`config.mk`:
```
export PLATFORM = sky130hd
export DESIGN_NAME = plic_gateway
export DESIGN_NICKNAME = d
export VERILOG_FILES = /design/src/rtl/plic_pkg.sv /design/src/rtl/plic_gateway_cell.sv /design/src/rtl/plic_gateway.sv
export SDC_FILE = /design/constraint.sdc
export NUM_CORES = 1
export LEC_CHECK = 0
export BUFFER_PORTS_ARGS = -buffer_cell sky130_fd_sc_hd__clkbuf_2
export CAP_MARGIN = 20
export CORE_MARGIN = 2
export CORE_UTILIZATION = 64
export DETAILED_ROUTE_END_ITERATION = 12
export GPL_TIMING_DRIVEN = 0
export PLACE_DENSITY = 0.84
export SYNTH_ARGS = -nofsm -noshare
export SYNTH_HDL_FRONTEND = slang
export SYNTH_SLANG_ARGS = --single-unit
```
`constraint.sdc`:
```
create_clock -name clk -period 5 [get_ports clk]
set_input_delay 1 -clock clk [delete_from_list [all_inputs] [get_ports clk]]
set_output_delay 1 -clock clk [all_outputs]
set_load 0.02 [all_outputs]
```
`src/rtl/plic_pkg.sv`:
```
// rtl/plic_pkg.sv - shared types and defaults for the PLIC interrupt gateway
//
// Purpose: holds the per-source gateway state encoding, the default
// saturation value of the edge counter and the counter-width helper.
// Ports: none (package).

package plic_pkg;

  // Default saturation value of the per-source edge counter.
  localparam int PLIC_MAX_PENDING_CNT = 8;

  // Per-source gateway state.
  typedef enum logic [1:0] {
    IDLE    = 2'd0,
    PEND    = 2'd1,
    CLAIMED = 2'd2
  } gw_state_e;

  // Bits needed to hold 0..max_cnt without wrap-around.
  function automatic int cnt_width(input int max_cnt);
    return (max_cnt < 1) ? 1 : $clog2(max_cnt + 1);
  endfunction

endpackage

```
`src/rtl/plic_gateway_cell.sv`:
```
// rtl/plic_gateway_cell.sv - per-source gateway FSM with saturating edge counter
//
// Purpose: tracks one interrupt source through IDLE -> PEND -> CLAIMED -> IDLE.
// Level sources pend while the synchronized line is high; edge sources pend
// on each edge and bank edges that arrive while busy in a saturating counter.
// Ports:
//   clk          in   clock
//   rstn         in   asynchronous active-low reset
//   el           in   1 = edge-sensitive, 0 = level-sensitive
//   level        in   synchronized source line (s2)
//   edge_evt     in   rising edge of the synchronized line (s2 & ~s3)
//   claim_hit    in   some target claimed this source this cycle
//   complete_hit in   some target completed this source this cycle
//   ip           out  1 while the source is in PEND

module plic_gateway_cell
  import plic_pkg::*;
#(
  parameter int MAX_PENDING_CNT = PLIC_MAX_PENDING_CNT
) (
  input  logic clk,
  input  logic rstn,
  input  logic el,
  input  logic level,
  input  logic edge_evt,
  input  logic claim_hit,
  input  logic complete_hit,
  output logic ip
);

  localparam int CW = cnt_width(MAX_PENDING_CNT);
  localparam logic [CW-1:0] CNT_MAX = CW'(MAX_PENDING_CNT);
  localparam logic [CW-1:0] CNT_ONE = CW'(1);

  gw_state_e       state_q, state_d;
  logic [CW-1:0]   cnt_q, cnt_d;
  logic            edge_hit;

  // Edges only count for sources configured as edge-sensitive.
  assign edge_hit = el & edge_evt;

  always_comb begin
    state_d = state_q;
    cnt_d   = cnt_q;
    unique case (state_q)
      IDLE: begin
        if (el) begin
          // A fresh edge is served directly; banked edges are drawn down
          // only when no new edge arrives in the same cycle.
          if (edge_hit) begin
            state_d = PEND;
          end else if (cnt_q != '0) begin
            state_d = PEND;
            cnt_d   = cnt_q - CNT_ONE;
          end
        end else if (level) begin
          state_d = PEND;
        end
      end
      PEND: begin
        if (edge_hit && (cnt_q != CNT_MAX)) cnt_d = cnt_q + CNT_ONE;
        if (claim_hit) state_d = CLAIMED;
      end
      CLAIMED: begin
        if (edge_hit && (cnt_q != CNT_MAX)) cnt_d = cnt_q + CNT_ONE;
        if (complete_hit) state_d = IDLE;
      end
      default: state_d = IDLE;
    endcase
    // Level sources never bank events.
    if (!el) cnt_d = '0;
  end

  always_ff @(posedge clk or negedge rstn) begin
    if (!rstn) begin
      state_q <= IDLE;
      cnt_q   <= '0;
    end else begin
      state_q <= state_d;
      cnt_q   <= cnt_d;
    end
  end

  assign ip = (state_q == PEND);

endmodule

```
`src/rtl/plic_gateway.sv`:
```
// rtl/plic_gateway.sv - PLIC interrupt gateway: synchronizer, claim decode, per-source cells
//
// Purpose: synchronizes raw interrupt lines, decodes per-target claim and
// complete strobes into per-source hits and runs one gateway cell per source.
// Ports:
//   clk       in   sole clock
//   rstn      in   asynchronous active-low reset
//   src       in   raw asynchronous interrupt lines, bit k-1 is ID k
//   el        in   per-source mode, 1 = edge, 0 = level
//   claim     in   one-cycle claim strobe per target
//   complete  in   one-cycle complete strobe per target
//   id        in   ID claimed/completed per target (0 = none)
//   ip        out  interrupt-pending vector, bit k-1 is ID k

module plic_gateway
  import plic_pkg::*;
#(
  parameter int SOURCES         = 8,
  parameter int SOURCES_BITS    = 4,
  parameter int TARGETS         = 1,
  parameter int MAX_PENDING_CNT = PLIC_MAX_PENDING_CNT
) (
  input  logic                    clk,
  input  logic                    rstn,
  input  logic [SOURCES-1:0]      src,
  input  logic [SOURCES-1:0]      el,
  input  logic [TARGETS-1:0]      claim,
  input  logic [TARGETS-1:0]      complete,
  input  logic [SOURCES_BITS-1:0] id [TARGETS],
  output logic [SOURCES-1:0]      ip
);

  logic [SOURCES-1:0] s1_q, s1_d;
  logic [SOURCES-1:0] s2_q, s2_d;
  logic [SOURCES-1:0] s3_q, s3_d;
  logic [SOURCES-1:0] edge_evt;
  logic [SOURCES-1:0] claim_hit;
  logic [SOURCES-1:0] complete_hit;

  // s1/s2 form the synchronizer; s3 is a delayed s2 for edge detection.
  always_comb begin
    s1_d = src;
    s2_d = s1_q;
    s3_d = s2_q;
  end

  always_ff @(posedge clk or negedge rstn) begin
    if (!rstn) begin
      s1_q <= '0;
      s2_q <= '0;
      s3_q <= '0;
    end else begin
      s1_q <= s1_d;
      s2_q <= s2_d;
      s3_q <= s3_d;
    end
  end

  assign edge_evt = s2_q & ~s3_q;

  // Source index k carries ID k+1, so ID 0 and IDs above SOURCES never match.
  always_comb begin
    claim_hit    = '0;
    complete_hit = '0;
    for (int k = 0; k < SOURCES; k++) begin
      for (int t = 0; t < TARGETS; t++) begin
        if (id[t] == SOURCES_BITS'(k + 1)) begin
          if (claim[t])    claim_hit[k]    = 1'b1;
          if (complete[t]) complete_hit[k] = 1'b1;
        end
      end
    end
  end

  for (genvar k = 0; k < SOURCES; k++) begin : g_cell
    plic_gateway_cell #(
      .MAX_PENDING_CNT(MAX_PENDING_CNT)
    ) u_cell (
      .clk         (clk),
      .rstn        (rstn),
      .el          (el[k]),
      .level       (s2_q[k]),
      .edge_evt    (edge_evt[k]),
      .claim_hit   (claim_hit[k]),
      .complete_hit(complete_hit[k]),
      .ip          (ip[k])
    );
  end

endmodule
```
==> impl_metrics.yaml <==
placement:
  dp_cells: 600
  place.detailed.hpwl_um: 6490
  gp_routability_congestion: 0.809
  port_buffers: 31
synth:
  syn-instance-count: 469
  syn_area_per_cell_um2: 10.1
  synth-seq-area-share_pct: 38.2
  post-synth-top-area-fraction_pct: 38.2
  syn_area_um2: 4720
  async_reset_ff_share_pct: 100
  yosys-top-cells-area: "dfrtp_1 (38%), ha_1 (15%), mux2_2 (4.8%), o21ai_0 (3.5%), inv_1 (3.3%)"
  syn_nets: 550
  synth_edf_count: 0
  synth_ff_type: "dfrtp_1"
  yosys_warnings: 0
  ys_types: 58
  synth_top_area_cell: "dfrtp_1"
  synth_seq_cells: 72
floorplanning:
  die_h_um: 89.8
  start_util_pct: 65.7
  rows: 31
  coreArea_um2: 7180
  fp.dieArea_um2: 8070
  io_pins: 32
  die_w_um: 89.8
timing:
  finalCriticalPeriod_ns: 2.44
  slew_headroom_pct: 64.0
  finalClockSkew_ns: 0.00975
  period_share_pct: 48.7
  maxSlewViolCount: 0
  setup_viol: 0
  rsz0062_at_grt: "no"
  worst_slew_pin_slew_ns: 0.537
  tns_ns: 0
  hold_viol: 0
  timing.fmax_ghz: 0.410
cts:
  clock-root-buffer: "clkbuf_8"
  hold_buffers: 0
  ctsResizeCount: 0
  cts_num_sinks: 72
  cts_inserted_buffers: 9
  tritoncts: "built"
  cts.path.max_buffers: 2
  cts.reportedPaths.clkPinSlew_ns: 0.08
  ctsHtreeMaxLevel: 3
  cts_setup_buffers: 0
  clk_latency_ns: 0.35
finish:
  drive_gt1_share_pct: 17.4
  nNetsFinal: 593
  multi_input_area_um2: 2670
  layout_common_cells: "dfrtp_1 (72), ha_1 (56), inv_1 (41), o21ai_0 (33), clkbuf_2 (30)"
  area_growth_pct: 11.2
  diodes: 0
  fillCellCount: 517
  final_common_cell: "dfrtp_1"
  finalNonFillerCells: 615
  regArea_um2: 1800
critical_path:
  required_ns: 5.30
  cp.arrival_ns: 2.74
  path_max_fanout: 7
  start_kind: "flip-flop"
  end_kind: "flip-flop"
  critPathKind: "reg -> reg"
drt:
  drc_errors: 0
  drt-initial-drc-count: 128
  drtPass1Iterations: 4
  vias_per_cell: 5.76
  wl_per_cell_um: 14.2
  routed_wl_um: 8740
  num_vias: 3540
  ant_nets: 0
grt:
  antenna_found_initial: 0
  grt_pass1_vias: 3632
  grt_max_degree: 55
  gr-total-overflow: 0
  grt_pass1_wl_um: 15800
  grt_usage_pct: 23.4
power_and_ir_drop:
  p_leak_nw: 2.46
  peakVddDrop_v: 0.000336
  p_per_area_nw_per_um2: 666
job:
  maxCapViolCount: 0
outcome:
  outcome: "completed"
min_path:
  hold_class: "reg -> reg"
-- final timing paths --
kind / startpoint / end / slack, ns / cells past startpoint
min reg2reg: s1_q[5] / s2_q[5] / 0.35 / 0
min: s1_q[5] / s2_q[5] / 0.35 / 0
max reg2reg: g_cell[4].u_cell.state_q[0] / g_cell[4].u_cell.cnt_q[3] / 2.56 / 10
max in group asynchronous: rstn / g_cell[6].u_cell.state_q[0] / 3.89 / 2
max: g_cell[4].u_cell.state_q[0] / g_cell[4].u_cell.cnt_q[3] / 2.56 / 10
min in group asynchronous: rstn / s1_q[7] / 0.55 / 1
-- kinds of logic after synthesis --
family                   share of synthesized area (%)
AO/OA/AOI/OAI                                     14.9
XOR/XNOR                                          3.90
adder cells (fa/ha/maj)                           15.3
buffers and inverters                             5.12
flip-flops                                        38.2
multiplexers                                      7.32
AND/OR/NAND/NOR                                   15.3
-- through the flow --
step	util, %	power, W	hold slack, ns	worst slack [ns]	cell area (um^2)
global placement	69.6	0.00282	0.333	2.32	4990
global route	73.1	0.00381	0.355	2.32	5240
finish	73.1	0.00349	0.350	2.56	5240
floorplan	-	0.00255	0.331	2.80	4720
detailed placement	70.0	0.00296	0.335	2.51	5020
CTS	73.1	0.00349	0.351	2.56	5240
-- cell type report --
| type | count | share of cell area, % |
|---|---|---|
| Multi-Input combinational cell | 342 | 51.0 |
| Sequential cell | 72 | 34.4 |
| Timing Repair Buffer | 32 | 3.53 |
| Inverter | 41 | 2.93 |
| Clock buffer | 10 | 2.62 |
| Tap cell | 99 | 2.36 |
| Buffer | 14 | 1.67 |
| Clock inverter | 5 | 1.55 |
-- worst max-delay path, cell delays in order, from the launching register on --
cell and delay (ns):
dfrtp_1 0.40, inv_1 0.10, ha_1 0.29, clkbuf_1 0.25, inv_1 0.13, ha_1 0.36, o21a_1 0.14, nor3_1 0.13
a21oi_1 0.06, nor4b_1 0.28, o221a_2 0.23
-- where the power goes --
group | internal (W) | switching, W | total [W]
Clock | 0.000292 | 0.000224 | 0.000515
Combinational | 0.000928 | 0.00109 | 0.00202
Sequential | 0.000757 | 0.000197 | 0.000954
Total | 0.00198 | 0.00152 | 0.00349
-- cells in the mapped netlist, drive strengths merged (7+ instances only) --
cell and instances:
dfrtp 72, nand2 15, nor2 22, nand3b 7, mux2 20, o21ai 34
or3 9, nor3 11, mux2i 12, xnor2 16, buf 10, a31oi 11
inv 41, nor2b 15, a21oi 24, nand3 18, nand2b 11, ha 56
-- layer usage --
metal / part of all wire (%) / routed length, um / global-route usage [%] / vias up
li1: - / - / - / 1746
met1: 45 / 3940 / 29.4 / 1725
met2: 50 / 4370 / 40.6 / 57
met3: 3.4 / 296 / 4.19 / 12
met4: 1.6 / 137 / 8.46 / 0
met5: 0 / 0 / 0 / -
-- flip-flops by register name, indices dropped and copies added (netlist names) --
name / flops
s1_q: 8
g_cell.u_cell.cnt_q: 32
s2_q: 8
g_cell.u_cell.state_q: 16
s3_q: 8
(Power assumes the default switching activity.)
